`src/rtl/fix_checksum_stream.sv`:
```
// FIX checksum generator/checker for a byte-lane message stream.
// Sums kept bytes mod 256, then either emits the checksum as three ASCII
// digits or compares it against a received 3-digit ASCII trailer.

// Per-lane byte gate: dropped lanes contribute zero to the beat sum.
module fix_cks_lane (
    input  logic [7:0] byte_i,
    input  logic       keep_i,
    output logic [7:0] byte_o
);
    assign byte_o = keep_i ? byte_i : 8'd0;
endmodule

module fix_checksum_stream #(
    parameter int BYTES_PER_BEAT = 4
) (
    input  logic                        clk,
    input  logic                        rst,
    input  logic [8*BYTES_PER_BEAT-1:0] data_i,
    input  logic [BYTES_PER_BEAT-1:0]   keep_i,
    input  logic                        valid_i,
    input  logic                        sop_i,
    input  logic                        eop_i,
    output logic                        ready_o,
    input  logic                        check_en_i,
    input  logic [23:0]                 expected_i,
    output logic [7:0]                  cks_data_o,
    output logic                        cks_valid_o,
    output logic                        cks_last_o,
    input  logic                        cks_ready_i,
    output logic [7:0]                  cks_bin_o,
    output logic                        result_vld_o,
    output logic                        match_o,
    output logic                        proto_err_o
);
    typedef enum logic [2:0] {IDLE, ACCUM, CONV, EMIT_H, EMIT_T, EMIT_U} state_t;

    state_t state, state_nxt;

    logic [BYTES_PER_BEAT-1:0][7:0] lane_bytes, lane_masked;
    logic [7:0]       beat_sum;
    logic [7:0]       sum;
    logic             chk_en_q;
    logic [23:0]      exp_q;
    logic [2:0][7:0]  dig_q;      // [2]=hundreds, [1]=tens, [0]=units, ASCII
    logic [1:0]       conv_h;
    logic [3:0]       conv_t, conv_u;
    logic [6:0]       conv_r;
    logic [23:0]      conv_ascii;
    logic             accept;

    assign lane_bytes = data_i;
    assign accept     = valid_i & ready_o;

    for (genvar g = 0; g < BYTES_PER_BEAT; g++) begin : g_lane
        fix_cks_lane u_lane (
            .byte_i (lane_bytes[g]),
            .keep_i (keep_i[g]),
            .byte_o (lane_masked[g])
        );
    end

    // Beat sum of the kept lanes, truncated to 8 bits.
    always_comb begin
        beat_sum = 8'd0;
        for (int i = 0; i < BYTES_PER_BEAT; i++)
            beat_sum = beat_sum + lane_masked[i];
    end

    // Binary 0..255 to three decimal digits, leading zeros kept.
    always_comb begin
        conv_h = 2'd0;
        conv_r = sum[6:0];
        if (sum >= 8'd200) begin
            conv_h = 2'd2;
            conv_r = 7'(sum - 8'd200);
        end else if (sum >= 8'd100) begin
            conv_h = 2'd1;
            conv_r = 7'(sum - 8'd100);
        end
        conv_t     = 4'(conv_r / 7'd10);
        conv_u     = 4'(conv_r - 7'(conv_t) * 7'd10);
        conv_ascii = {8'h30 + {6'd0, conv_h}, 8'h30 + {4'd0, conv_t}, 8'h30 + {4'd0, conv_u}};
    end

    // State register.
    always_ff @(posedge clk) begin
        if (rst) state <= IDLE;
        else     state <= state_nxt;
    end

    // Next-state and stream handshake outputs.
    always_comb begin
        state_nxt   = state;
        ready_o     = 1'b0;
        cks_valid_o = 1'b0;
        cks_last_o  = 1'b0;
        cks_data_o  = 8'd0;
        case (state)
            IDLE: begin
                ready_o = 1'b1;
                if (valid_i && sop_i) state_nxt = eop_i ? CONV : ACCUM;
            end
            ACCUM: begin
                ready_o = 1'b1;
                if (valid_i && eop_i) state_nxt = CONV;
            end
            CONV: state_nxt = chk_en_q ? IDLE : EMIT_H;
            EMIT_H: begin
                cks_valid_o = 1'b1;
                cks_data_o  = dig_q[2];
                if (cks_ready_i) state_nxt = EMIT_T;
            end
            EMIT_T: begin
                cks_valid_o = 1'b1;
                cks_data_o  = dig_q[1];
                if (cks_ready_i) state_nxt = EMIT_U;
            end
            EMIT_U: begin
                cks_valid_o = 1'b1;
                cks_last_o  = 1'b1;
                cks_data_o  = dig_q[0];
                if (cks_ready_i) state_nxt = IDLE;
            end
            default: state_nxt = IDLE;
        endcase
    end

    // Accumulator, trailer/mode latches, conversion results and pulses.
    always_ff @(posedge clk) begin
        if (rst) begin
            sum          <= 8'd0;
            chk_en_q     <= 1'b0;
            exp_q        <= 24'd0;
            dig_q        <= '0;
            cks_bin_o    <= 8'd0;
            result_vld_o <= 1'b0;
            match_o      <= 1'b0;
            proto_err_o  <= 1'b0;
        end else begin
            result_vld_o <= 1'b0;
            match_o      <= 1'b0;
            proto_err_o  <= 1'b0;
            case (state)
                IDLE: if (accept) begin
                    if (sop_i) begin
                        sum      <= beat_sum;
                        chk_en_q <= check_en_i;
                        if (eop_i) exp_q <= expected_i;
                    end else begin
                        proto_err_o <= 1'b1;   // orphan beat, dropped
                    end
                end
                ACCUM: if (accept) begin
                    if (sop_i) begin
                        // New message aborts the current one.
                        sum         <= beat_sum;
                        chk_en_q    <= check_en_i;
                        proto_err_o <= 1'b1;
                    end else begin
                        sum <= sum + beat_sum;
                    end
                    if (eop_i) exp_q <= expected_i;
                end
                CONV: begin
                    cks_bin_o <= sum;
                    dig_q     <= conv_ascii;
                    if (chk_en_q) begin
                        result_vld_o <= 1'b1;
                        match_o      <= (exp_q == conv_ascii);
                    end
                end
                default: ;
            endcase
        end
    end
endmodule

```
`config.mk`:
```
export PLATFORM = sky130hd
export DESIGN_NAME = fix_checksum_stream
export DESIGN_NICKNAME = d
export VERILOG_FILES = /design/src/rtl/fix_checksum_stream.sv
export SDC_FILE = /design/constraint.sdc
export NUM_CORES = 1
export LEC_CHECK = 0
export ABC_AREA = 1
export CAP_MARGIN = 15
export CORE_MARGIN = 2
export CORE_UTILIZATION = 39
export CTS_CLUSTER_DIAMETER = 80
export DETAILED_ROUTE_END_ITERATION = 7
export GPL_ROUTABILITY_DRIVEN = 1
export SLEW_MARGIN = 20
export SYNTH_ARGS = -nofsm -noshare
export SYNTH_HDL_FRONTEND = slang
export SYNTH_SLANG_ARGS = --single-unit
export TNS_END_PERCENT = 30
```
`constraint.sdc`:
```
create_clock -name clk -period 6.7 [get_ports clk]
set_input_delay 1.34 -clock clk [delete_from_list [all_inputs] [get_ports clk]]
set_output_delay 1.34 -clock clk [all_outputs]
set_load 0.03 [all_outputs]
```
==> out/summary.txt, run 1 <==
Hold-fix buffers, CTS - 0
Worst R2R Setup Slack - 1400 ps
Max_cap viols - 0
Number of synthesized flops with an enable pin - 0
Starting density of the core - 39.9%
Final hold violation count - 0
Die area - 0.0113 mm^2
Warnings, synthesis - 0
Final period util - 84.5%
Psw - 1.14 mW
Class of the most critical setup path - in -> reg
Chip width - 106 um
Pins over their slew limit - 0
Mapped Area - 0.00409 mm^2
CP Launch Type - input pin
DR WL/cell - 12.2 um
Pint - 1.10 mW
Clock buffer count from CTS - 9
Final instance area - 0.00521 mm^2
Seq/Total Area, Yosys - 27.9%
Cell Pwr Density - 431 mW/mm^2
Vias per std cell - 4.90
# rows - 37
RR Startpoint - sum[3]
Worst skew pair latency - 350 ps
Top post-synthesis cells by area - dfxtp_1 28%, nand2_1 10%, inv_1 7.9%
Relative slew slack - 34.0%
Sink Count - 57
Fin util - 50.9%
Worst Skew - 16.9 ps
Peak supply drop - 0.000277 V
Cell accounting for the most synthesized area - dfxtp_1
Setup_tns - 0 ps
Worst-path clk slew - 70 ps
Die Y - 106 um
CP max FO - 8
Cell area after placement - 0.00503 mm^2
Synth cell count leaders - 114 x nand2_1, 86 x inv_1, 57 x a21oi_1, 57 x dfxtp_1, 46 x o21ai_0
Sequential Power Share - 21.8%
GRT overflow - 0
Worst hold endpoint - exp_q[20]
RR Endpoint - match_o
Crit end category - flip-flop
RSZ-0062 raised after global routing - false
Ys flop type - dfxtp_1
DR DRC count - 0
Clk buf depth - 2
Final-stage net count - 760
Total track usage - 17.9%
IO buf count - 86
# diodes - 0
Min-delay worst type - reg -> reg
Routed Antenna Nets - 0
Core area - 0.0102 mm^2
Critical Path RT - 6920 ps
Fmax - 177 MHz
Unique masters post-synth - 40
Switching Share - 50.9%
Post-Syn Instances - 580
Logic pwr share - 65.0%
Leak - 2.39 nW
Layout cells sized above 1 - 10.1%
Synth Register Bits - 57
Finish-stage setup viols - 0
Vias in the first global route - 3755
Via count - 3904
Worst Reg-to-Reg Cells - 38
Initial drt markers - 176
Post-CTS Resized - 0
CTS tree - yes
Tightest Pin Transition - 989 ps
GPL Wtd Cong - 0.869
IO Count - 89
Worst Hold Launch - exp_q[20]
Area occupied by registers - 0.00114 mm^2
Total routed wirelength - 9740 um
P&R area growth vs syn - 27.5%
Async S/R FF share, synth - 0%
Status - finished, final reports clean
Pin count of the biggest net entering global routing - 37
H-tree level count - 3
Depth of the worst hold-timing path - 2
Clock power share - 13.2%
First-pass detailed-route iteration total - 4
Post-synth top area share - 27.9%
Filler cell count - 1053
First-pass GRT wire length - 16500 um
Antenna violations before repair - 0
Post-CTS Setup Bufs - 0
Hpwl dp - 7660 um
Tmin final - 5660 ps
Area of the multi-input gates - 0.00248 mm^2
Top-count cell post-synth - nand2_1
Worst EP arrival - 5890 ps
Synth Area per Inst - 7.05 um^2
Root Driver - clkbuf_8
==> kinds of logic (layout without fill, tap and decap cells) <==
kind of cell	after synthesis	in the layout	share of synthesized area [%]
compound gates	129	129	17.8
xor+xnor	16	16	3.43
fa+ha+maj	37	37	14.3
buf+inv	120	200	11.5
flops	57	57	27.9
other cells	1	2	0.0918
simple gates	220	220	25.0
==> registers in the layout (all words and copies together), names as in the netlist <==
name	count
chk_en_q	1
cks_bin_o	8
dig_q	10
exp_q	24
match_o	1
proto_err_o	1
result_vld_o	1
state	3
sum	8
==> cell type report <==
type	count	share of cell area, %
Tap cell	136	3.27
Sequential cell	57	21.9
Inverter	97	7.03
Clock buffer	10	2.64
Multi-Input combinational cell	404	47.7
Timing Repair Buffer	87	16.7
Clock inverter	6	0.840
==> routing by layer <==
layer / up-vias / GRT usage, % / part of all wire [%]
met3: 9 / 3.49 / 4.6
met4: 0 / 4.23 / 0.88
met2: 96 / 30.9 / 47
met5: - / 0 / 0
li1: 2016 / - / -
met1: 1783 / 23.1 / 48
==> power by group through the flow <==
stage | sequential [mW] | clock [mW] | combinational [mW]
floorplan | 0.508 | 0 | 1.09
CTS | 0.490 | 0.301 | 1.46
global placement | 0.494 | 0 | 1.42
detailed placement | 0.497 | 0 | 1.45
global route | 0.502 | 0.318 | 1.65
finish | 0.490 | 0.297 | 1.46
==> critical path: stages <==
cell,delay [ps]
clkdlybuf4s50_1,620
nand2_1,130
fa_1,540
inv_1,50
fa_1,480
ha_1,240
fa_1,460
ha_1,340
a21oi_1,140
inv_1,50
a31oi_1,250
nor2_1,70
nor2_1,100
nor2_1,50
nor2_1,110
nor2_1,70
nor2_1,80
inv_1,40
a21oi_1,150
or2_2,130
nand3_1,70
xor2_1,160
nand2_1,60
o211ai_1,100
inv_1,70
==> through the flow <==
| step | setup slack [ps] | instances | hold WS (ps) | power [mW] |
|---|---|---|---|---|
| after detailed placement | 668 | 781 | 452 | 1.95 |
| after global routing | 706 | 797 | 487 | 2.47 |
| after global placement | 842 | 781 | 444 | 1.91 |
| after floorplan | 1440 | 581 | 426 | 1.60 |
| final | 1040 | 797 | 454 | 2.25 |
| after CTS | 1030 | 797 | 462 | 2.25 |
==> worst max-delay path by stage <==
stage	to	startpoint	slack [ps]
after floorplan	sum[7]	keep_i[0]	1440
after global placement	sum[7]	keep_i[0]	840
after detailed placement	sum[7]	keep_i[0]	670
after CTS	sum[7]	keep_i[0]	1030
after global routing	sum[7]	keep_i[0]	710
final	sum[7]	keep_i[0]	1040
==> layout by cell type, fill, tap and decap left out, types with 2 or more instances in the layout <==
| master | instances |
|---|---|
| o221ai_1 | 2 |
| clkinv_2 | 2 |
| a31oi_1 | 5 |
| fa_1 | 16 |
| inv_1 | 86 |
| clkbuf_8 | 10 |
| nor2_4 | 2 |
| o21ai_0 | 46 |
| clkdlybuf4s50_1 | 86 |
| nor2_2 | 3 |
| nand3_1 | 37 |
| nand2_1 | 113 |
| xor2_1 | 9 |
| nor3_1 | 7 |
| nand2_2 | 18 |
| dfxtp_1 | 57 |
| conb_1 | 2 |
| a21oi_1 | 57 |
| o211ai_1 | 7 |
| ha_1 | 21 |
| o21ai_1 | 2 |
| xnor2_1 | 7 |
| nand2_4 | 5 |
| inv_2 | 9 |
| nand3_2 | 4 |
| clkinv_4 | 3 |
| nor2_1 | 25 |
| a21oi_2 | 3 |
| nor4_1 | 3 |
No activity file was read; power rests on OpenSTA's default activity.
==> run 2: changes to the inputs <==
PLACE_DENSITY = 0.67   (was default)
clock period = 4.75 ns   (was 6.7 ns; I/O delays follow)
==> run 2 against run 1 <==
  * Total power up 79%
  * Clock skew down 6.7 ps
  * Utilization up 6.4 points
  * Cell count up 6.0%
  * First-iteration DRC count up 3.4%
  * Critical path type unchanged
==> out/summary.txt, run 2 (synthesis results as in run 1) <==
Die Y - 106 um (unchanged)
Commonest non-fill, non-tap cell in the layout - nand2_1
Cell Pwr Density - 686 mW/mm^2 (+59%)
CTS tree - yes
Tightest Pin Transition - 1060 ps (+75.6 ps)
Class of the most critical setup path - in -> reg
Final period util - 98.7%
IO buf count - 86 (unchanged)
GPL Wtd Cong - 0.799 (-8.1%)
DR WL/cell - 12.4 um (+1.5%)
GRT overflow - 0 (unchanged)
Worst Skew - 10.2 ps (-6.68 ps)
Worst R2R Setup Slack - 80 ps (-1320 ps)
Min-delay worst type - reg -> reg
Finish-stage setup viols - 0 (unchanged)
Worst Reg-to-Reg Cells - 38 (unchanged)
Crit end category - flip-flop
# diodes - 0 (unchanged)
Biggest regs - exp_q: 24 flops, dig_q: 10 flops
Worst skew pair latency - 350 ps (about the same)
CP max FO - 3 (-5)
Layout cells sized above 1 - 21.0% (+11 points)
Setup_tns - 0 ps (unchanged)
H-tree level count - 3 (unchanged)
Filler cell count - 948 (-10%)
Max_cap viols - 0 (unchanged)
Placed cells - 813 (+4.1%)
Critical path origin - data_i[0]
Root Driver - clkbuf_8
Largest Register - exp_q
Relative slew slack - 28.8% (-5.1 points)
Final-stage net count - 808 (+6.3%)
IO Count - 89 (unchanged)
Worst EP arrival - 4920 ps (-970 ps)
Status - finished, final reports clean
Post-Layout Cell Count - 845 (+6.0%)
Clock buffer count from CTS - 9 (unchanged)
Antenna violations before repair - 0 (unchanged)
Core area - 0.0102 mm^2 (unchanged)
Peak supply drop - 0.000537 V (+94%)
Worst hold endpoint - exp_q[21]
RR Startpoint - sum[3]
Die area - 0.0113 mm^2 (unchanged)
P&R area growth vs syn - 43.6%
Sink Count - 57 (unchanged)
Routed Antenna Nets - 0 (unchanged)
Chip width - 106 um (unchanged)
Pin count of the biggest net entering global routing - 37 (unchanged)
Most frequent cells in the layout - 107 x nand2_1, 83 x inv_1, 79 x clkdlybuf4s50_1
Max reg flops - 24 (unchanged)
RR Endpoint - match_o
First-pass detailed-route iteration total - 4 (unchanged)
Final hold violation count - 0 (unchanged)
Vias per std cell - 4.82 (-1.7%)
Hpwl dp - 7890 um (+3.0%)
First-pass GRT wire length - 17100 um (+3.8%)
Cell area after placement - 0.00529 mm^2 (+5.2%)
Tmin final - 4690 ps
Via count - 4069 (+4.2%)
Worst Hold Launch - exp_q[21]
Worst-path clk slew - 70 ps (about the same)
Total routed wirelength - 10500 um (+7.7%)
Total track usage - 18.7% (+0.73 points)
Clk buf depth - 2 (unchanged)
CP Launch Type - input pin
Fmax - 213 MHz
Final instance area - 0.00587 mm^2 (+13%)
DR DRC count - 0 (unchanged)
Hold-fix buffers, CTS - 0 (unchanged)
Setup WS pre-CTS - -575 ps (-1240 ps)
Leak - 2.70 nW (+13%)
# rows - 37 (unchanged)
RSZ-0062 raised after global routing - true
Pins over their slew limit - 0 (unchanged)
Starting density of the core - 39.9% (unchanged)
Vias in the first global route - 3962 (+5.5%)
Initial drt markers - 182 (+3.4%)
Critical Path RT - 4990 ps (-1930 ps)
Depth of the worst hold-timing path - 2 (unchanged)
Final setup margin - 64.0 ps (-973 ps)
==> run 2: cell count changes in the layout (fill, tap and decap cells not counted), sizes merged <==
| cell | previous run | this run |
|---|---|---|
| clkbuf | 10 | 11 |
| clkdlybuf4s15 | 0 | 1 |
| clkinv | 6 | 2 |
| buf | 1 | 49 |
| bufinv | 0 | 3 |
| clkdlybuf4s50 | 86 | 79 |
| dlygate4sd2 | 0 | 6 |
==> run 2: area by class of cell <==
cell class | count | area [um^2] | area share [%]
clock buffer | 11 | 141 | 2.41
clock inverter | 5 | 103 | 1.75
sequential | 57 | 1150 | 19.5
inverter | 97 | 372 | 6.33
multi-input combinational | 404 | 2700 | 46.0
tap | 136 | 170 | 2.90
timing repair buffer | 135 | 1240 | 21.1
==> run 2: what timing repair did <==
action,4_1_cts,5_1_grt
gates resized for setup,14,50
setup endpoints to repair,1,2
pin swaps,17,39
buffers inserted,2,14
gates cloned,0,0
==> run 2: how the worst max path moves through the flow <==
stage	endpoint	slack, ps	depth (start not counted)
floorplan	sum[7]	40	25
global placement	sum[7]	-460	25
detailed placement	sum[7]	-580	25
CTS	sum[7]	8	24
global route	match_o	-300	37
finish	sum[7]	60	25
==> run 2: layer usage <==
layer  wire (um)  vias to the layer above  global-route usage [%]
met4         164                        0                    7.89
li1            -                     2109                       -
met5           0                        -                       0
met3         585                       16                    3.37
met2        5200                      104                    33.1
met1        4530                     1840                    22.0
==> run 2: metrics by stage <==
step           hold WS, ps  power (mW)  utilization (%)
2_1_floorplan          426        2.28                -
3_3_place_gp           441        2.96             51.7
3_5_place_dp           450        3.03             51.7
4_1_cts                458        3.62             54.3
5_1_grt                489        4.37             57.3
6_report               464        4.02             57.3
==> run 2: critical path, stage by stage <==
cell	delay (ps)
clkdlybuf4s50_1	480
nand2_2	70
fa_2	380
inv_2	60
fa_1	410
ha_2	220
fa_2	610
ha_4	220
a21oi_2	110
inv_1	50
a31oi_2	160
nor2_1	70
nor2_1	80
nor2_1	50
nor2_1	120
nor2_1	70
nor2_1	100
inv_1	50
a21oi_2	130
or2_4	130
nand3_2	50
xor2_1	150
nand2_1	60
o211ai_1	90
inv_1	60
==> run 2: report_power, final <==
group	switching, mW	internal, mW
logic	1.52	1.25
registers	0.0895	0.603
clock network	0.198	0.362
==> run 3: changes to the inputs <==
REMOVE_ABC_BUFFERS = 1   (was default)
==> run 3 against run 2 <==
  * Hold slack lost 4.6 ps
  * First-iteration DRC count shrank 20%
  * Critical endpoint unchanged
  * Global-route usage grew 0.78 points
  * The flow now finishes with violations (negative setup slack)
  * Clock power shrank 16%
  * Sequential power is essentially flat
  * Highest routed layer unchanged
  * Combinational power grew 3%
  * Cell area shrank 0.30%
  * Die area is the same
  * Register-to-register slack is essentially flat
==> out/summary.txt, run 3 (synthesis results as in run 1) <==
Worst Hold Launch - exp_q[4]
Hold-fix buffers, CTS - 0 (unchanged)
Largest Register - exp_q
Max_cap viols - 0 (unchanged)
Status - complete, but fails checks
Depth of the worst hold-timing path - 2 (unchanged)
Vias per std cell - 4.79 (-0.49%)
Worst hold endpoint - exp_q[4]
Setup_tns - -10.6 ps (-10.6 ps)
Relative slew slack - 31.9% (+3.0 points)
Sequential Power Share - 17.2% (about the same)
Pin count of the biggest net entering global routing - 37 (unchanged)
Worst EP arrival - 4990 ps (+70 ps)
Fmax - 210 MHz (-1.6%)
IO buf count - 86 (unchanged)
# diodes - 0 (unchanged)
Peak supply drop - 0.000406 V (-24%)
Biggest regs - exp_q: 24 flops, dig_q: 10 flops
RSZ-0062 raised after global routing - true
Critical Path RT - 4980 ps (about the same)
Worst Reg-to-Reg Cells - 36 (-5.3%)
Max reg flops - 24 (unchanged)
Crit end category - flip-flop
DR WL/cell - 12.4 um (+0.23%)
Switching Share - 46.4% (+1.5 points)
Cell Pwr Density - 687 mW/mm^2 (about the same)
Worst-path clk slew - 70 ps (about the same)
Commonest non-fill, non-tap cell in the layout - nand2_1
Final hold violation count - 0 (unchanged)
Chip width - 106 um (unchanged)
Pins over their slew limit - 0 (unchanged)
Die Y - 106 um (unchanged)
Final-stage net count - 822 (+1.7%)
Total track usage - 19.4% (+0.78 points)
Clock buffer count from CTS - 9 (unchanged)
Leak - 2.72 nW (+0.91%)
Hold Slack - 460 ps (-4.56 ps)
H-tree level count - 3 (unchanged)
IO Count - 89 (unchanged)
Die area - 0.0113 mm^2 (unchanged)
Finish-stage setup viols - 1 (+1)
Starting density of the core - 39.9% (unchanged)
CP max FO - 2 (-1)
GRT overflow - 0 (unchanged)
Worst R2R Setup Slack - 80 ps (about the same)
RR Startpoint - sum[2]
RR Endpoint - match_o
Psw - 1.86 mW (+3.2%)
Clk buf depth - 2 (unchanged)
Worst skew pair latency - 350 ps (about the same)
Class of the most critical setup path - in -> reg
Sink Count - 57 (unchanged)
Routed Antenna Nets - 0 (unchanged)
Via count - 4116 (+1.2%)
P&R area growth vs syn - 43.1%
First-pass GRT wire length - 17800 um (+3.9%)
Worst Skew - 11.4 ps (+1.17 ps)
Logic pwr share - 71.1% (+2.2 points)
Total routed wirelength - 10700 um (+1.9%)
Pint - 2.15 mW (-3.0%)
CP Launch Type - input pin
Failing checks - negative setup slack
Root Driver - clkbuf_8
GPL Wtd Cong - 0.801 (+0.26%)
# rows - 37 (unchanged)
First-pass detailed-route iteration total - 4 (unchanged)
Clock power share - 11.7% (-2.2 points)
Fin util - 57.2% (-0.17 points)
Antenna violations before repair - 0 (unchanged)
Hpwl dp - 7820 um (-0.90%)
Min-delay worst type - reg -> reg
CTS tree - yes
Layout cells sized above 1 - 21.9% (+0.84 points)
DR DRC count - 0 (unchanged)
Initial drt markers - 146 (-20%)
Most frequent cells in the layout - 108 x nand2_1, 82 x inv_1, 77 x clkdlybuf4s50_1
Tmin final - 4760 ps (+74.5 ps)
Final period util - 100% (+1.6 points)
Vias in the first global route - 4128 (+4.2%)
Core area - 0.0102 mm^2 (unchanged)
Final setup margin - -10.6 ps (-74.5 ps)
Tightest Pin Transition - 1020 ps (-45.1 ps)
[run 3: changes by cell type in the layout (fill, tap and decap cells not counted), sizes merged]
| cell | delta |
|---|---|
| clkinv | +1 |
| inv | +1 |
| bufinv | -2 |
| clkbuf | -2 |
| clkdlybuf4s50 | -2 |
| dlygate4sd2 | +2 |
| clkinvlp | +2 |
| buf | +14 |
[run 3: power by group through the flow]
stage	registers [mW]	logic (mW)	clock network, mW
6_report	0.690	2.85	0.472
3_5_place_dp	0.689	2.38	0
4_1_cts	0.679	2.47	0.485
3_3_place_gp	0.685	2.31	0
5_1_grt	0.707	3.14	0.506
2_1_floorplan	0.722	1.51	0
[run 3: what timing repair did]
action | CTS | global route
hold endpoints to repair | 0 | 0
pin swaps | 21 | 25
setup endpoints to repair | 1 | 4
setup buffers | 13 | 11
resized for setup | 19 | 37
[run 3: routing by layer]
metal	GRT usage (%)	share of wire, %	vias up
li1	-	-	2135
met1	22.6	44	1868
met2	35.1	50	103
met3	4.11	4.7	10
met4	6.67	1.3	0
met5	0	0	-
[run 3: worst max-delay path: stages]
cell and delay, ps:
clkdlybuf4s50_1 450, nand2_1 70, fa_2 330, inv_2 70, fa_1 410, ha_2 200
fa_1 610, ha_4 230, a21oi_2 140, inv_1 60, a31oi_2 160, nor2_1 70
nor2_1 110, nor2_1 60, nor2_1 130, nor2_1 80, nor2_1 100, inv_1 50
a21oi_2 140, or2_4 130, nand3_2 60, xor2_1 170, nand2_1 60, o211ai_1 80
inv_1 60
[run 3: worst max path at each step]
stage | from | endpoint | depth (start not counted)
detailed placement | keep_i[0] | sum[7] | 25
floorplan | data_i[1] | sum[7] | 24
CTS | data_i[8] | sum[7] | 25
finish | data_i[8] | sum[7] | 25
global route | sum[3] | match_o | 35
global placement | keep_i[0] | sum[7] | 25
[run 3: metrics by stage]
| stage | power [mW] | instances | setup WS (ps) | instance area [um^2] |
|---|---|---|---|---|
| after floorplan | 2.24 | 558 | 136 | 3990 |
| after global placement | 2.99 | 819 | -469 | 5310 |
| after detailed placement | 3.07 | 819 | -598 | 5310 |
| after CTS | 3.64 | 848 | 7.25 | 5630 |
| after global routing | 4.35 | 859 | -338 | 5850 |
| final | 4.02 | 859 | -10.6 | 5850 |
[run 3: layout make-up]
class / instances / area (um^2)
clock buffer: 9 / 124
clock inverter: 7 / 78.8
fill: 921 / 4380
inverter: 97 / 372
multi-input combinational: 404 / 2630
sequential: 57 / 1150
tap: 136 / 170
timing repair buffer: 149 / 1330
